File: config.mk
export PLATFORM = sky130hd
export DESIGN_NAME = varredura_servo
export DESIGN_NICKNAME = d
export VERILOG_FILES = /design/src/rtl/sonar_pkg.sv /design/src/rtl/contador_m.sv /design/src/rtl/varredura_servo.sv
export SDC_FILE = /design/constraint.sdc
export NUM_CORES = 1
export LEC_CHECK = 0
export ABC_AREA = 1
export ABC_CLOCK_PERIOD_IN_PS = 4100
export BUFFER_PORTS_ARGS = -buffer_cell sky130_fd_sc_hd__buf_4
export CORE_MARGIN = 8
export CORE_UTILIZATION = 60
export CTS_BUF_LIST = sky130_fd_sc_hd__clkbuf_16
export DETAILED_ROUTE_END_ITERATION = 10
export PLACE_DENSITY_LB_ADDON = 0.12
export SETUP_SLACK_MARGIN = 0.02
export SYNTH_ARGS = -nofsm -noshare
export SYNTH_HDL_FRONTEND = slang
export SYNTH_HIERARCHICAL = 1
export SYNTH_SLANG_ARGS = --single-unit
File: constraint.sdc
create_clock -name clock -period 4.1 [get_ports clock]
set_input_delay 0.41 -clock clock [delete_from_list [all_inputs] [get_ports clock]]
set_output_delay 0.41 -clock clock [all_outputs]
set_load 0.01 [all_outputs]
File: src/rtl/sonar_pkg.sv
// Shared sonar definitions: FSM state codes and servo position codes.
// Reused by the sweep controller, the PWM stage and the measurement stage.
package sonar_pkg;

   typedef enum logic [3:0] {
      INICIAL   = 4'd0,
      POSICIONA = 4'd1,
      MEDE      = 4'd2,
      ESPERA    = 4'd3,
      AVANCA    = 4'd4
   } estado_t;

   localparam logic [1:0] POS_OFF = 2'b00;
   localparam logic [1:0] POS_ESQ = 2'b01;
   localparam logic [1:0] POS_CEN = 2'b10;
   localparam logic [1:0] POS_DIR = 2'b11;

   // Counter width able to hold the larger of the two phase lengths minus one.
   function automatic int largura_contador(input int a, input int b);
      int m;
      m = (a > b) ? a : b;
      return (m <= 2) ? 1 : $clog2(m);
   endfunction

endpackage

File: src/rtl/contador_m.sv
// Modulo counter with synchronous clear, enable and a run-time end-of-count
// value, so one instance can time phases of different lengths.
module contador_m #(
   parameter int N = 4
) (
   input  logic         clock,
   input  logic         reset,
   input  logic         zera,
   input  logic         conta,
   input  logic [N-1:0] limite,
   output logic         fim
);

   logic [N-1:0] valor_reg;

   always_ff @(posedge clock) begin
      if (!reset || zera) begin
         valor_reg <= '0;
      end else if (conta) begin
         valor_reg <= (valor_reg == limite) ? '0 : valor_reg + N'(1);
      end
   end

   assign fim = (valor_reg == limite);

endmodule

File: src/rtl/varredura_servo.sv
// Servo sweep controller: steps the servo across three positions, waits for it
// to settle, requests a sonar measurement and times out if none arrives.
module varredura_servo
   import sonar_pkg::*;
#(
   parameter int TEMPO_ASSENTAMENTO = 25000000,
   parameter int TIMEOUT_MEDIDA     = 2500000
) (
   input  logic       clock,
   input  logic       reset,
   input  logic       ligar,
   input  logic       fim_medida,
   output logic [1:0] posicao,
   output logic       medir,
   output logic       erro_medida,
   output logic [3:0] db_estado
);

   localparam int N = largura_contador(TEMPO_ASSENTAMENTO, TIMEOUT_MEDIDA);

   estado_t    estado_reg, estado_next;
   logic [1:0] posicao_reg, posicao_next;
   logic       sobe_reg, sobe_next;
   logic       medir_reg, medir_next;
   logic       erro_reg, erro_next;
   logic       zera, conta, fim_contagem;
   logic [N-1:0] limite;

   // The single counter times settling in POSICIONA and the timeout in ESPERA.
   assign limite = (estado_reg == ESPERA) ? N'(TIMEOUT_MEDIDA - 1)
                                          : N'(TEMPO_ASSENTAMENTO - 1);

   contador_m #(.N(N)) u_contador (
      .clock  (clock),
      .reset  (reset),
      .zera   (zera),
      .conta  (conta),
      .limite (limite),
      .fim    (fim_contagem)
   );

   always_comb begin
      estado_next  = estado_reg;
      posicao_next = posicao_reg;
      sobe_next    = sobe_reg;
      medir_next   = 1'b0;
      erro_next    = 1'b0;
      conta        = 1'b0;
      zera         = 1'b0;
      case (estado_reg)
         INICIAL: begin
            posicao_next = POS_OFF;
            if (ligar) begin
               estado_next  = POSICIONA;
               posicao_next = POS_ESQ;
               sobe_next    = 1'b1;
            end
         end
         POSICIONA: begin
            conta = 1'b1;
            if (fim_contagem) begin
               estado_next = MEDE;
               medir_next  = 1'b1;
            end
         end
         MEDE: begin
            estado_next = ESPERA;
         end
         ESPERA: begin
            conta = 1'b1;
            // A measurement arriving on the last timeout cycle still counts as success.
            if (fim_medida) begin
               estado_next = AVANCA;
            end else if (fim_contagem) begin
               estado_next = AVANCA;
               erro_next   = 1'b1;
            end
         end
         AVANCA: begin
            if (!ligar) begin
               estado_next  = INICIAL;
               posicao_next = POS_OFF;
            end else begin
               estado_next = POSICIONA;
               if (sobe_reg) begin
                  if (posicao_reg == POS_DIR) begin
                     sobe_next    = 1'b0;
                     posicao_next = POS_CEN;
                  end else begin
                     posicao_next = posicao_reg + 2'd1;
                  end
               end else begin
                  if (posicao_reg == POS_ESQ) begin
                     sobe_next    = 1'b1;
                     posicao_next = POS_CEN;
                  end else begin
                     posicao_next = posicao_reg - 2'd1;
                  end
               end
            end
         end
         default: begin
            estado_next  = INICIAL;
            posicao_next = POS_OFF;
            sobe_next    = 1'b1;
         end
      endcase
      zera = (estado_next != estado_reg);
   end

   always_ff @(posedge clock) begin
      if (!reset) begin
         estado_reg  <= INICIAL;
         posicao_reg <= POS_OFF;
         sobe_reg    <= 1'b1;
         medir_reg   <= 1'b0;
         erro_reg    <= 1'b0;
      end else begin
         estado_reg  <= estado_next;
         posicao_reg <= posicao_next;
         sobe_reg    <= sobe_next;
         medir_reg   <= medir_next;
         erro_reg    <= erro_next;
      end
   end

   assign posicao     = posicao_reg;
   assign medir       = medir_reg;
   assign erro_medida = erro_reg;
   assign db_estado   = estado_reg;

endmodule

==> run metrics, run 1 <==
most frequent cell after synthesis sky130_fd_sc_hd__nand2_1; worst hold slack after final layout 0.313 ns; initial antenna violation count 0; unrepaired setup endpoints after global routing no; power density over the cells between 200 and 300 nW/um2; fraction of synthesized cell area in xor and xnor cells between 10% and 20%; portion of netlist area occupied by mux cells less than 1%; element type at the critical path start flip-flop; average wire per cell in the routed design 11.4 um; number of maximum-capacitance constraint violations 0; DR vias 2001; hold endpoint erro_medida; setup_tns 0 ns; global-route track usage on met2 26.0%; Inserted Clock Buffers 5; routed wire length 4.71 mm; post-CTS repair timing setup buffer count 0; number of distinct library cells after synthesis 30; overflow left after global routing 0; grt met3 use 4.36%; effective utilization at floorplan 61.4%; Crit Path Category flip-flop to flip-flop; Worst Hold Class primary input to flip-flop; beginning of the critical path db_estado[3]; width of the die around 77 um; leakage 1.13 nW; GRT Max-Usage Layer met2; worst vdd rail ir drop 207 uV; fraction of the cycle the final worst path needs between 70 and 80%; top-area cell type share of the netlist area 31.0%; pin count of the biggest net entering global routing 16; largest fanout on the critical path 8; final weighted congestion in routability-driven placement 0.894; compound-gate portion of the synthesized area between 3 and 4%; post-synthesis to final-layout area growth 14.6%; summed instance area of the synthesized netlist between 2000 and 2500 um2; detailed placement HPWL 3.69 mm; number of clock sinks seen by CTS 34; area used by multi-input combinational logic 1350 um2; number of endpoints failing setup at the final stage 0; capture point of the worst reg-to-reg path u_contador/valor_reg[2]; hold violation total from the final report 0; cell depth of the worst flop-to-flop path 19; total core area 3580 um2; worst-case clock skew 0.00504 ns; total global-route track usage 16.9%; area occupied by registers 681 um2; global-route wire length before repair between 7 and 8 mm; number of search-and-repair iterations in the first detailed-routing pass 4; count of antenna-violating nets left after detailed routing 0; count of buffers from port buffering 11; summed area of non-filler cells in the final layout 2520 um2; number of max-slew violations in the final report 0; GR Util met1 a little over a fifth; Post-CTS Resized 0; signal arrival time at the worst endpoint 3.34 ns; worst r2r src db_estado[3]; number of nets at the end of the flow 371; data required time of the worst path 4.32 ns; run status completed; dominant combinational cell family by area after synthesis simple AND/OR/NAND/NOR gates; max reg flops 25; synthesized instance count 335; root buf cell sky130_fd_sc_hd__clkbuf_16; async set-reset flop share out of synthesis 0%; post-synthesis cell type with the largest combined area sky130_fd_sc_hd__dfxtp_1; Hold Path Stages 2; floorplan die area 5860 um2; commonest cells in the netlist sky130_fd_sc_hd__nand2_1, sky130_fd_sc_hd__nor2_1, sky130_fd_sc_hd__inv_1; post-place instance area about 2400 um2; Post-synth EDFFs 0; number of H-tree levels 2; clock tree from TritonCTS yes; vertical die dimension 76.5 um; Avg Inst Size Synth 6.56 um2; Diodes inserted 0; sequential cell area fraction in the yosys report 31.0%; area fraction in and, or, nand and nor cells after synthesis 39.4%; Hold Crit Start fim_medida; via-per-instance ratio 4.82; fin crit period 3.12 ns; fmax 0.320 GHz; clock-pin slew on the worst setup and hold paths approximately 0.05 ns; r2r setup slk between 0.9 and 1 ns; initial DRC count 127; top post-synthesis cells by area sky130_fd_sc_hd__dfxtp_1, sky130_fd_sc_hd__nand2_1, sky130_fd_sc_hd__nor2_1; worst-skew pair later-pin latency 0.28 ns; share of cells above drive strength 1 between 10% and 20%; # DRC 0; total of fill cells in the finished design 318; share of the core filled with cells between 70% and 80%; Synth warnings 6; vias in the first global route 1744; number of flip-flops and latches in the synthesized netlist 34; overall power after layout 0.725 mW; adder-cell share of the synthesized area 0.569%; hold buffer count at cts 0; row count 22; critical path endpoint category flip-flop; Post-synth top flop sky130_fd_sc_hd__dfxtp_1; Max Buffers Root-to-Sink 2; count of pins on the block boundary 12
==> kinds of logic (layout without fill, tap and decap cells) <==
group,Yosys count,count (layout)
XOR/XNOR,36,36
flip-flops,34,34
other,2,17
multiplexers,1,1
adder cells (fa/ha/maj),1,1
AO/OA/AOI/OAI,16,16
AND/OR/NAND/NOR,189,189
buffers and inverters,56,73
==> critical path, cell delays in order (launching register included) <==
cell and delay, ns:
sky130_fd_sc_hd__dfxtp_1 0.35, sky130_fd_sc_hd__nor2_4 0.15, sky130_fd_sc_hd__nand3_1 0.22, sky130_fd_sc_hd__inv_1 0.25, sky130_fd_sc_hd__inv_1 0.07, sky130_fd_sc_hd__nand2_1 0.06
sky130_fd_sc_hd__nand2_1 0.05, sky130_fd_sc_hd__nor2_1 0.09, sky130_fd_sc_hd__nand3_1 0.10, sky130_fd_sc_hd__nor4_1 0.45, sky130_fd_sc_hd__nor2_1 0.16, sky130_fd_sc_hd__o21ai_0 0.18
sky130_fd_sc_hd__nand3_1 0.09, sky130_fd_sc_hd__nand2_1 0.06, sky130_fd_sc_hd__nand3_1 0.06, sky130_fd_sc_hd__nor2_1 0.26, sky130_fd_sc_hd__inv_1 0.20, sky130_fd_sc_hd__nor2_1 0.13
sky130_fd_sc_hd__nand2_1 0.06, sky130_fd_sc_hd__inv_1 0.06
==> metal layers <==
metal	wire, um	share of wire (%)
met1	2290	48
met2	2110	45
met3	210	4.5
met4	108	2.3
met5	0	0
==> layout by cell type, fill, tap and decap left out, drive strengths merged <==
cell type / n
nor2: 59
nand4: 6
mux2i: 1
xnor2: 15
o21ai: 7
inv: 53
clkinv: 3
buf: 12
ha: 1
nor3: 8
conb: 17
clkbuf: 5
nor3b: 1
nor4: 2
nand3: 21
nand2: 90
o21bai: 2
xor2: 21
a31oi: 1
and2: 1
nand3b: 1
dfxtp: 34
a21oi: 6
==> per-stage QoR <==
step / std cells / worst slack, ns
2_1_floorplan: 350 / 1.07
3_3_place_gp: 407 / 1.12
3_5_place_dp: 407 / 1.01
4_1_cts: 415 / 0.989
5_1_grt: 415 / 0.611
6_report: 415 / 0.979
==> worst max-delay path by stage <==
stage,end,slack (ns),cells after the start
floorplan,u_contador/valor_reg[10],1.07,21
global placement,u_contador/valor_reg[6],1.12,19
detailed placement,u_contador/valor_reg[9],1.01,19
finish,u_contador/valor_reg[2],0.98,19
global route,u_contador/valor_reg[10],0.61,21
CTS,u_contador/valor_reg[9],0.99,19
==> final cells by class <==
| type | count | share of cell area [%] |
|---|---|---|
| Clock buffer | 5 | 4.97 |
| Clock inverter | 3 | 0.447 |
| Inverter | 53 | 7.89 |
| Multi-Input combinational cell | 260 | 53.7 |
| Sequential cell | 34 | 27.0 |
| Tap cell | 48 | 2.38 |
| Timing Repair Buffer | 12 | 3.57 |
==> power by group <==
part           total [mW]  leakage [nW]  internal (mW)  switching (mW)
logic              0.0417         0.794         0.0145          0.0272
clock network       0.347        0.0663          0.218           0.129
registers           0.336         0.275          0.333         0.00328
total               0.725          1.13          0.566           0.159
Note: power is estimated with default switching activity, not from simulation.
==> run 2: changes to the inputs <==
--- a/config.mk
+++ b/config.mk
@@ -6,7 +6,7 @@
 export NUM_CORES = 1
 export LEC_CHECK = 0
 export ABC_AREA = 1
-export ABC_CLOCK_PERIOD_IN_PS = 4100
+export ABC_CLOCK_PERIOD_IN_PS = 3240
 export BUFFER_PORTS_ARGS = -buffer_cell sky130_fd_sc_hd__buf_4
 export CORE_MARGIN = 8
 export CORE_UTILIZATION = 60
==> constraint.sdc (replaced) <==
create_clock -name clock -period 3.24 [get_ports clock]
set_input_delay 0.324 -clock clock [delete_from_list [all_inputs] [get_ports clock]]
set_output_delay 0.324 -clock clock [all_outputs]
set_load 0.01 [all_outputs]
==> run 2 against run 1 <==
- final area rose by 0.20%
- non-clock buffer count did not move
- cell count fell by 0.24%
- clock-buffer cell count did not move
- sequential share of layout area fell by 0.053 points
- wire length rose by 3.0%
- highest routed layer unchanged
- global-route usage rose by 0.71 points
- critical path depth rose by 1
- maximum frequency rose by 4.8%
- first-iteration DRC count fell by 7.9%
- via count rose by 1.6%
==> run metrics, run 2 (synthesis results as in run 1) <==
run status completed (unchanged); unrepaired setup endpoints after global routing no (unchanged); DP Cell Count 407 (unchanged); root buf cell sky130_fd_sc_hd__clkbuf_16 (unchanged); number of H-tree levels 2 (unchanged); total global-route track usage 17.6% (was 16.9%); Bufs and invs on worst path 3 (was 4); global-route wire length before repair 8.46 mm (was 8.00 mm); Post-Place Worst Slack 0.209 ns (was 1.01 ns); final weighted congestion in routability-driven placement 0.967 (was 0.894); switching power total 0.199 mW (was 0.159 mW); via-per-instance ratio 4.91 (was 4.82); average wire per cell in the routed design 11.7 um (was 11.4 um); initial DRC count 117 (was 127); number of endpoints failing setup at the final stage 0 (unchanged); hold violation total from the final report 0 (unchanged); largest fanout on the critical path 15 (was 8); post-CTS repair timing setup buffer count 0 (unchanged); effective utilization at floorplan 61.4% (unchanged); Worst Hold Class primary input to flip-flop (unchanged); cell with the biggest individual delay on the critical path sky130_fd_sc_hd__dfxtp_1 (was sky130_fd_sc_hd__nor4_1); initial antenna violation count 0 (unchanged); width of the die 76.5 um (unchanged); number of nets at the end of the flow 371 (unchanged); clock-pin slew on the worst setup and hold paths 0.05 ns (about the same); floorplan die area 5860 um2 (unchanged); cell depth of the worst flop-to-flop path 20 (was 19); worst-case clock skew 0.00370 ns (was 0.00504 ns); power density over the cells 362 nW/um2 (was 288 nW/um2); critical path endpoint category flip-flop (unchanged); design internal power 0.714 mW (was 0.566 mW); max reg flops 25 (unchanged); slowest stage delay, CP 0.37 ns (was 0.45 ns); fraction of the cycle the final worst path needs 91.9% (was 76.1%); count of buffers from port buffering 11 (unchanged); hold buffer count at cts 0 (unchanged); post-synthesis to final-layout area growth 14.9% (was 14.6%); Clock Power Share 47.6% (was 47.8%); total core area 3580 um2 (unchanged); number of search-and-repair iterations in the first detailed-routing pass 4 (unchanged); Diodes inserted 0 (unchanged); Hold Crit Start fim_medida (unchanged); vertical die dimension 76.5 um (unchanged); vias in the first global route 1896 (was 1744); non-filler cells in the finished layout 414 (was 415); # DRC 0 (unchanged); capture point of the worst reg-to-reg path u_contador/valor_reg[8] (was u_contador/valor_reg[2]); routed wire length 4.85 mm (was 4.71 mm); clock tree from TritonCTS yes (unchanged); signal arrival time at the worst endpoint 3.20 ns (was 3.34 ns); Hold Path Stages 2 (unchanged); Crit Path Category flip-flop to flip-flop (unchanged); count of antenna-violating nets left after detailed routing 0 (unchanged); count of pins on the block boundary 12 (unchanged); commonest non-fill, non-tap cell in the layout sky130_fd_sc_hd__nand2_1 (unchanged); data required time of the worst path 3.46 ns (was 4.32 ns); fmax 0.336 GHz (was 0.320 GHz); worst r2r src db_estado[3] (unchanged); worst-skew pair later-pin latency 0.27 ns (was 0.28 ns); leakage 1.14 nW (was 1.13 nW); sequential group share of total power 46.7% (was 46.4%); most frequent CP cell sky130_fd_sc_hd__nand2_1; beginning of the critical path db_estado[3] (unchanged); CP top delay family simple AND/OR/NAND/NOR gates (unchanged); number of max-slew violations in the final report 0 (unchanged); pin count of the biggest net entering global routing 16 (unchanged); row count 22 (unchanged); Post-CTS Resized 0 (unchanged); number of maximum-capacitance constraint violations 0 (unchanged); worst vdd rail ir drop 230 uV (was 207 uV); element type at the critical path start flip-flop (unchanged); commonest cells after routing, fill and taps aside sky130_fd_sc_hd__nand2_1, sky130_fd_sc_hd__nor2_1, sky130_fd_sc_hd__inv_1, sky130_fd_sc_hd__dfxtp_1, sky130_fd_sc_hd__xor2_1 (unchanged); setup_tns 0 ns (unchanged); combinational fraction of design power 5.7% (about the same); DR vias 2034 (was 2001); Inserted Clock Buffers 5 (unchanged); hold endpoint erro_medida (unchanged); crit path setup slack, layout 0.263 ns (was 0.979 ns); Max Buffers Root-to-Sink 2 (unchanged); overall power after layout 0.913 mW (was 0.725 mW); fin crit period 2.98 ns (was 3.12 ns); detailed placement HPWL 3.60 mm (was 3.69 mm); fraction of power spent switching nets 21.7% (was 22.0%); sequence of cells on the critical path nor2_4 -> nand3_1 -> buf_4 -> inv_1 -> nand2_1 -> nand2_1 -> nand2_1 -> nor2_1 -> nand2_1 -> nor4_2 -> nor2_1 -> o21ai_0 -> nand3_1 -> nand2_1 -> nand3_1 -> nor2_2 -> o21ai_0 -> a21oi_1 -> nand2_1 -> inv_1 (was nor2_4 -> nand3_1 -> inv_1 -> inv_1 -> nand2_1 -> nand2_1 -> nor2_1 -> nand3_1 -> nor4_1 -> nor2_1 -> o21ai_0 -> nand3_1 -> nand2_1 -> nand3_1 -> nor2_1 -> inv_1 -> nor2_1 -> nand2_1 -> inv_1); overflow left after global routing 0 (unchanged); number of clock sinks seen by CTS 34 (unchanged); share of cells above drive strength 1 11.2% (was 10.6%); r2r setup slk 0.26 ns (was 0.98 ns); share of the core filled with cells 70.6% (was 70.4%)
run 2: layout make-up:
cell class / count / area [um2]
clock inverters: 2 / 7.51
well taps: 48 / 60.1
repair buffers: 12 / 90.1
inverters: 53 / 199
clock buffers: 5 / 125
fillers: 313 / 1050
multi-input cells: 260 / 1360
flip-flops and latches: 34 / 681
run 2: layer usage:
| layer | wire length [um] | global-route usage, % | vias to the layer above |
|---|---|---|---|
| met4 | 151 | 9.62 | 0 |
| met1 | 2140 | 20.9 | 890 |
| met3 | 341 | 4.83 | 14 |
| li1 | - | - | 1065 |
| met5 | 0 | 0 | - |
| met2 | 2220 | 27.8 | 65 |
run 2: power groups by stage:
stage / clock [mW] / sequential (mW) / combinational (mW)
detailed placement: 0 / 0.434 / 0.0512
floorplan: 0 / 0.435 / 0.0378
finish: 0.435 / 0.426 / 0.0522
global placement: 0 / 0.434 / 0.0504
global route: 0.460 / 0.426 / 0.0596
CTS: 0.446 / 0.426 / 0.0513
run 2: worst max-delay path by stage:
stage / end / slack [ns] / cells after the start
2_1_floorplan: u_contador/valor_reg[10] / 0.21 / 21
3_3_place_gp: u_contador/valor_reg[14] / 0.31 / 18
3_5_place_dp: u_contador/valor_reg[10] / 0.21 / 22
4_1_cts: u_contador/valor_reg[8] / 0.12 / 20
5_1_grt: u_contador/valor_reg[17] / 0.09 / 16
6_report: u_contador/valor_reg[8] / 0.26 / 20
run 2: worst reg2reg max path: stages (launching register included):
cell,delay [ns]
sky130_fd_sc_hd__dfxtp_1,0.37
sky130_fd_sc_hd__nor2_4,0.15
sky130_fd_sc_hd__nand3_1,0.11
sky130_fd_sc_hd__buf_4,0.23
sky130_fd_sc_hd__inv_1,0.07
sky130_fd_sc_hd__nand2_1,0.05
sky130_fd_sc_hd__nand2_1,0.05
sky130_fd_sc_hd__nand2_1,0.05
sky130_fd_sc_hd__nor2_1,0.17
sky130_fd_sc_hd__nand2_1,0.12
sky130_fd_sc_hd__nor4_2,0.30
sky130_fd_sc_hd__nor2_1,0.14
sky130_fd_sc_hd__o21ai_0,0.19
sky130_fd_sc_hd__nand3_1,0.10
sky130_fd_sc_hd__nand2_1,0.06
sky130_fd_sc_hd__nand3_1,0.08
sky130_fd_sc_hd__nor2_2,0.22
sky130_fd_sc_hd__o21ai_0,0.17
sky130_fd_sc_hd__a21oi_1,0.17
sky130_fd_sc_hd__nand2_1,0.08
sky130_fd_sc_hd__inv_1,0.06
run 2: per-stage QoR:
| step | hold slack (ns) | cell area (um2) |
|---|---|---|
| finish | 0.223 | 2520 |
| global route | 0.219 | 2520 |
| CTS | 0.219 | 2520 |
| detailed placement | 0.505 | 2380 |
| global placement | 0.503 | 2380 |
| floorplan | 0.403 | 2250 |
